<file path="src/rtl/slot_allocator_pkg.sv">
// Shared defaults for the free-list allocators (RS, ROB, physical registers).
package slot_allocator_pkg;

  localparam int DEF_SLOTS      = 16;
  localparam int DEF_ALLOC_WAYS = 2;
  localparam int DEF_FREE_WAYS  = 2;

  localparam int RS_SLOTS   = 16;
  localparam int ROB_SLOTS  = 32;
  localparam int PREG_SLOTS = 64;

endpackage

</file>
<file path="src/rtl/slot_allocator_multi_psel_enc.sv">
// Returns the WAYS lowest set bits of req as encoded indices with per-way valid bits.
module multi_psel_enc #(
  parameter int WIDTH = 16,
  parameter int WAYS  = 2,
  localparam int IDX_W = $clog2(WIDTH)
) (
  input  logic [WIDTH-1:0]      req,
  output logic [WAYS-1:0]       valid,
  output logic [WAYS*IDX_W-1:0] idx
);

  logic [WIDTH-1:0] mask;
  logic [WIDTH-1:0] lowest;
  logic [IDX_W-1:0] enc;

  // Each pass isolates the lowest remaining set bit, one-hot encodes it, then masks it off.
  always_comb begin
    mask   = req;
    lowest = '0;
    enc    = '0;
    valid  = '0;
    idx    = '0;
    for (int w = 0; w < WAYS; w++) begin
      lowest = mask & (~mask + 1'b1);
      enc    = '0;
      for (int i = 0; i < WIDTH; i++) begin
        if (lowest[i]) enc = enc | IDX_W'(i);
      end
      valid[w]                 = |mask;
      idx[w*IDX_W +: IDX_W]    = enc;
      mask                     = mask & ~lowest;
    end
  end

endmodule

</file>
<file path="src/rtl/slot_allocator.sv">
// Multi-way free-slot allocator: grants the lowest free slots, accepts returns,
// recovers on flush and flags double frees.
module slot_allocator
  import slot_allocator_pkg::*;
#(
  parameter int SLOTS      = DEF_SLOTS,
  parameter int ALLOC_WAYS = DEF_ALLOC_WAYS,
  parameter int FREE_WAYS  = DEF_FREE_WAYS,
  localparam int IDX_W     = $clog2(SLOTS)
) (
  input  logic                        clock,
  input  logic                        reset,
  input  logic                        flush,
  input  logic [ALLOC_WAYS-1:0]       alloc_req,
  output logic [ALLOC_WAYS-1:0]       alloc_gnt,
  output logic [ALLOC_WAYS*IDX_W-1:0] alloc_idx,
  input  logic [FREE_WAYS-1:0]        free_valid,
  input  logic [FREE_WAYS*IDX_W-1:0]  free_idx,
  output logic [IDX_W:0]              free_count,
  output logic                        none_free,
  output logic                        err_double_free
);

  logic [SLOTS-1:0]            free_map;
  logic [SLOTS-1:0]            nxt_map;
  logic [IDX_W:0]              nxt_count;
  logic                        dbl;
  logic                        dup;
  logic                        active;
  logic [ALLOC_WAYS-1:0]       sel_vld;
  logic [ALLOC_WAYS*IDX_W-1:0] sel_idx;
  logic [IDX_W-1:0]            fi;
  int                          rank;

  assign active = reset & ~flush;

  multi_psel_enc #(
    .WIDTH (SLOTS),
    .WAYS  (ALLOC_WAYS)
  ) u_sel (
    .req   (free_map),
    .valid (sel_vld),
    .idx   (sel_idx)
  );

  // Handshake: alloc_req is a per-way request; alloc_gnt answers in the same cycle
  // and a slot is consumed only on the edge where gnt is high. free_valid is an
  // unconditional strobe, always accepted.
  always_comb begin
    alloc_gnt = '0;
    alloc_idx = '0;
    rank      = 0;
    for (int w = 0; w < ALLOC_WAYS; w++) begin
      if (active && alloc_req[w]) begin
        for (int k = 0; k < ALLOC_WAYS; k++) begin
          if (k == rank && sel_vld[k]) begin
            alloc_gnt[w]                = 1'b1;
            alloc_idx[w*IDX_W +: IDX_W] = sel_idx[k*IDX_W +: IDX_W];
          end
        end
        rank = rank + 1;
      end
    end
  end

  // A free of an already-free slot, or a repeat within the cycle, leaves the bit untouched.
  always_comb begin
    nxt_map = free_map;
    dbl     = 1'b0;
    dup     = 1'b0;
    fi      = '0;
    for (int w = 0; w < ALLOC_WAYS; w++) begin
      if (alloc_gnt[w]) nxt_map[alloc_idx[w*IDX_W +: IDX_W]] = 1'b0;
    end
    for (int f = 0; f < FREE_WAYS; f++) begin
      if (free_valid[f]) begin
        fi  = free_idx[f*IDX_W +: IDX_W];
        dup = 1'b0;
        for (int g = 0; g < f; g++) begin
          if (free_valid[g] && free_idx[g*IDX_W +: IDX_W] == fi) dup = 1'b1;
        end
        if (free_map[fi] || dup) dbl = 1'b1;
        else                     nxt_map[fi] = 1'b1;
      end
    end
  end

  always_comb begin
    nxt_count = '0;
    for (int i = 0; i < SLOTS; i++) begin
      nxt_count = nxt_count + (IDX_W+1)'(nxt_map[i]);
    end
  end

  always_ff @(posedge clock) begin
    if (!reset) begin
      free_map        <= '1;
      free_count      <= (IDX_W+1)'(SLOTS);
      none_free       <= 1'b0;
      err_double_free <= 1'b0;
    end else if (flush) begin
      free_map        <= '1;
      free_count      <= (IDX_W+1)'(SLOTS);
      none_free       <= 1'b0;
    end else begin
      free_map        <= nxt_map;
      free_count      <= nxt_count;
      none_free       <= (nxt_count == '0);
      err_double_free <= err_double_free | dbl;
    end
  end

endmodule

</file>
<file path="config.mk">
export PLATFORM = sky130hd
export DESIGN_NAME = slot_allocator
export DESIGN_NICKNAME = d
export VERILOG_FILES = /design/src/rtl/slot_allocator_pkg.sv /design/src/rtl/slot_allocator_multi_psel_enc.sv /design/src/rtl/slot_allocator.sv
export SDC_FILE = /design/constraint.sdc
export NUM_CORES = 1
export LEC_CHECK = 0
export BUFFER_PORTS_ARGS = -buffer_cell sky130_fd_sc_hd__buf_2
export CORE_ASPECT_RATIO = 1.5
export CORE_UTILIZATION = 50
export DETAILED_ROUTE_END_ITERATION = 10
export MAX_ROUTING_LAYER = met4
export PLACE_DENSITY = 0.7
export SLEW_MARGIN = 10
export SYNTH_ARGS = -nofsm -noshare
export SYNTH_HDL_FRONTEND = slang
export SYNTH_HIERARCHICAL = 1
export SYNTH_SLANG_ARGS = --single-unit
</file>
<file path="constraint.sdc">
create_clock -name clock -period 19.58 [get_ports clock]
set_input_delay 0 -clock clock [delete_from_list [all_inputs] [get_ports clock]]
set_output_delay 0 -clock clock [all_outputs]
set_load 0.01 [all_outputs]
</file>
==> out/qor.json <==
{
  "setup_violations": 0,
  "worst_skew_pair.late_latency_ns": 0.27,
  "leading_cell_type_in_the_layout_fill_and_taps_excluded": "sky130_fd_sc_hd__buf_2",
  "drt_wl_total_um": 9747,
  "synthesis.nets": 411,
  "p_leak_nw": 1.119,
  "hold_viol_final": 0,
  "design.die.area_um2": 6264,
  "number_of_levels_the_h_tree_was_split_into": 1,
  "floorplan.initialDensity_pct": 51.38,
  "worst-slew-pin-transition_ns": 0.6596,
  "setup.worst_path.class": "reg -> reg",
  "synth.avg_cell_area_um2": 7.803,
  "portbufs": 31,
  "clkSlewWorstSetupHoldPaths_ns": 0.08,
  "via_count": 3296,
  "max_cap_viols": 0,
  "timing.critical_path.fanout_max": 14,
  "vias_in_the_first_global_route": 2991,
  "largest_net_degree_at_the_start_of_global_routing": 17,
  "area_growth_syn_to_layout_pct": 6.734,
  "setup_total_negative_slack_ns": 0,
  "cts-root-to-sink-buffers": 2,
  "num_ports": 32,
  "synth_top_cell_by_area": "sky130_fd_sc_hd__dfxtp_1",
  "syn_inst": 381,
  "finClkSkew_ns": 0.003766,
  "place.detailed.hpwl_um": 7374,
  "worst_ep_required_time_ns": 19.78,
  "async_flop_share_pct": 0,
  "share_of_layout_cells_above_drive_strength_1_pct": 16.67,
  "arrival_ns": 6.98,
  "ys.warnings.count": 6,
  "die_width_um": 64.96,
  "min_period_ns": 6.775,
  "power.internal_w": 0.00007035,
  "drt.antenna.violating_nets": 0,
  "f_max_mhz": 147.6,
  "post-synth-top-area-fraction_pct": 15.49,
  "cts-root-buf": "sky130_fd_sc_hd__clkbuf_8",
  "globalplace.congestion": 0.9813,
  "kind_of_end_point_of_the_critical_path": "register",
  "timing_max_transition_violations_final": 0,
  "grt_overflow_total": 0,
  "antennaDiodeCount": 0,
  "cts_hold_buf": 0,
  "post_synth_instance_area_um2": 2973,
  "holdCritPathClass": "in -> reg",
  "power_frac_comb_pct": 21.6,
  "pwr-share-clk_pct": 30.3,
  "cts_tree": "done",
  "drc_marker_count_from_the_first_detailed_route_iteration": 238,
  "design_power_total_w": 0.0001006,
  "p_sw_share_pct": 30.05,
  "power_frac_seq_pct": 48.1,
  "synthTopCellsByArea": "sky130_fd_sc_hd__dfxtp_1 (15%), sky130_fd_sc_hd__fa_1 (6.7%), sky130_fd_sc_hd__o221ai_1 (4.1%)",
  "grtUsageTotal_pct": 33.80,
  "final_clock_period_utilization_by_the_worst_path_pct": 34.60,
  "first_pass_iters": 5,
  "synth_seq_area_share_pct": 15.49,
  "design.final.nets": 427,
  "cts.sinks": 23,
  "maxSlewHeadroom_pct": 55.62,
  "cts.repair_timing.setup_buffer_count": 0,
  "placement_rows": 34,
  "synth.distinct_cells": 74,
  "synth-seq-cells": 23,
  "core_um2": 5786,
  "synth_edf_count": 0,
  "antenna_found_initial": 0,
  "grt_first_pass_wirelength_um": 15420,
  "cts_made_buffers": 3,
  "yosys_most_used_dff": "sky130_fd_sc_hd__dfxtp_1",
  "power_per_cell_area_nw_per_um2": 31.70,
  "chipHeight_um": 96.44,
  "cts_resized": 0,
  "mostFrequentLayoutCells": "sky130_fd_sc_hd__buf_2 (31), sky130_fd_sc_hd__nand2_1 (28), sky130_fd_sc_hd__nor2_1 (26)",
  "vdd.ir_drop.worst_mv": 0.04446,
  "post-route-drc-count": 0,
  "run_status": "finished clean",
  "post_drt_via_cell_ratio": 7.043,
  "netSwitchingPower_w": 0.00003023,
  "wl_per_cell_um": 20.83,
  "critical_path.startpoint_type": "register",
  "grt_setup_unrepaired": "false"
}
## worst max-delay path: stages, from the launching register on
cell	delay [ns]
sky130_fd_sc_hd__dfxtp_1	0.49
sky130_fd_sc_hd__nor4_4	0.61
sky130_fd_sc_hd__nand3_2	0.29
sky130_fd_sc_hd__or3_1	0.43
sky130_fd_sc_hd__o21a_1	0.14
sky130_fd_sc_hd__o22ai_1	0.17
sky130_fd_sc_hd__nand3_1	0.18
sky130_fd_sc_hd__and4b_1	0.31
sky130_fd_sc_hd__mux2i_1	0.26
sky130_fd_sc_hd__o211ai_1	0.22
sky130_fd_sc_hd__o221ai_1	0.30
sky130_fd_sc_hd__nand2_1	0.13
sky130_fd_sc_hd__fa_1	0.56
sky130_fd_sc_hd__inv_1	0.05
sky130_fd_sc_hd__fa_1	0.45
sky130_fd_sc_hd__fa_1	0.52
sky130_fd_sc_hd__inv_1	0.05
sky130_fd_sc_hd__fa_1	0.48
sky130_fd_sc_hd__ha_1	0.17
sky130_fd_sc_hd__inv_1	0.06
sky130_fd_sc_hd__fa_1	0.40
sky130_fd_sc_hd__xor2_1	0.18
sky130_fd_sc_hd__nand3b_1	0.10
sky130_fd_sc_hd__nor3b_1	0.17
## logic make-up (layout without fill, tap and decap cells)
| family | count (synthesis) | in the layout | synth area share (%) |
|---|---|---|---|
| flops | 23 | 23 | 15.49 |
| buf+inv | 43 | 58 | 6.187 |
| fa+ha+maj | 17 | 17 | 9.596 |
| xor+xnor | 8 | 8 | 2.357 |
| mux | 14 | 14 | 7.071 |
| simple gates | 176 | 176 | 34.43 |
| compound gates | 100 | 100 | 24.87 |
## area by class of cell
cell class | instances | area (um^2)
fill | 588 | 2613
clock buffer | 4 | 45.04
inverter | 21 | 78.83
sequential | 23 | 460.4
tap | 72 | 90.09
timing repair buffer | 33 | 170.2
multi-input combinational | 315 | 2328
## cells in the mapped netlist, types with 4 or more instances
| cell type | instances |
|---|---|
| sky130_fd_sc_hd__a211oi_1 | 10 |
| sky130_fd_sc_hd__a21oi_1 | 22 |
| sky130_fd_sc_hd__and2_1 | 6 |
| sky130_fd_sc_hd__buf_2 | 6 |
| sky130_fd_sc_hd__clkbuf_1 | 13 |
| sky130_fd_sc_hd__dfxtp_1 | 23 |
| sky130_fd_sc_hd__fa_1 | 10 |
| sky130_fd_sc_hd__ha_1 | 5 |
| sky130_fd_sc_hd__inv_1 | 20 |
| sky130_fd_sc_hd__mux2_2 | 5 |
| sky130_fd_sc_hd__mux4_2 | 4 |
| sky130_fd_sc_hd__nand2_1 | 28 |
| sky130_fd_sc_hd__nand2b_1 | 12 |
| sky130_fd_sc_hd__nand3_1 | 20 |
| sky130_fd_sc_hd__nand3b_1 | 5 |
| sky130_fd_sc_hd__nand4_1 | 5 |
| sky130_fd_sc_hd__nor2_1 | 26 |
| sky130_fd_sc_hd__nor2b_1 | 7 |
| sky130_fd_sc_hd__nor3_1 | 12 |
| sky130_fd_sc_hd__nor4_1 | 9 |
| sky130_fd_sc_hd__o211ai_1 | 6 |
| sky130_fd_sc_hd__o21ai_0 | 9 |
| sky130_fd_sc_hd__o221ai_1 | 14 |
| sky130_fd_sc_hd__o22ai_1 | 4 |
| sky130_fd_sc_hd__o31a_1 | 4 |
| sky130_fd_sc_hd__or2_2 | 4 |
| sky130_fd_sc_hd__or3_1 | 15 |
| sky130_fd_sc_hd__or4_1 | 4 |
| sky130_fd_sc_hd__xor2_1 | 6 |
## power by group through the flow
| stage | clock, W | combinational (W) | sequential, W |
|---|---|---|---|
| floorplan | 0 | 0.0000141 | 0.0000496 |
| global placement | 0 | 0.0000211 | 0.0000494 |
| detailed placement | 0 | 0.0000213 | 0.0000494 |
| CTS | 0.0000312 | 0.0000213 | 0.0000484 |
| global route | 0.0000326 | 0.0000238 | 0.0000485 |
| finish | 0.0000305 | 0.0000217 | 0.0000484 |
## final timing paths
kind                                              startpoint                      endpoint  slack [ns]  cells after the start
worst min-delay path                                   reset  err_double_free$_SDFFE_PN0N_         0.1                      3
worst max-delay path                  free_map[0]$_SDFF_PP1_          none_free$_SDFF_PP0_       12.81                     23
worst max register to register        free_map[0]$_SDFF_PP1_          none_free$_SDFF_PP0_       12.81                     23
worst min register to register  err_double_free$_SDFFE_PN0N_  err_double_free$_SDFFE_PN0N_        0.51                      2
## routing by layer
layer  part of all wire [%]  wire length (um)  vias to the layer above  track usage [%]
met5                      0                 0                        -                -
met1                     36              3531                     1576            36.77
li1                       -                 -                     1486                -
met4                    5.5               535                        0            20.19
met2                     51              4967                      189            58.94
met3                    7.3               712                       45            3.638
## registers in the layout, summed over array words and instances (netlist names)
signal           count
free_map            16
err_double_free      1
free_count           5
none_free            1
## metrics by stage
step | worst slack [ns] | area (um^2) | hold WS [ns] | utilization (%) | cells
after CTS | 12.85 | 3173 | 0.09552 | 54.84 | 468
after detailed placement | 12.86 | 3128 | 0.3907 | 54.07 | 464
after floorplan | 13.32 | 2973 | 0.1432 | - | 381
after global routing | 12.36 | 3173 | 0.1226 | 54.84 | 468
final | 12.81 | 3173 | 0.09631 | 54.84 | 468
after global placement | 13.03 | 3128 | 0.3780 | 54.07 | 464
Note: power is estimated with default switching activity, not from simulation.
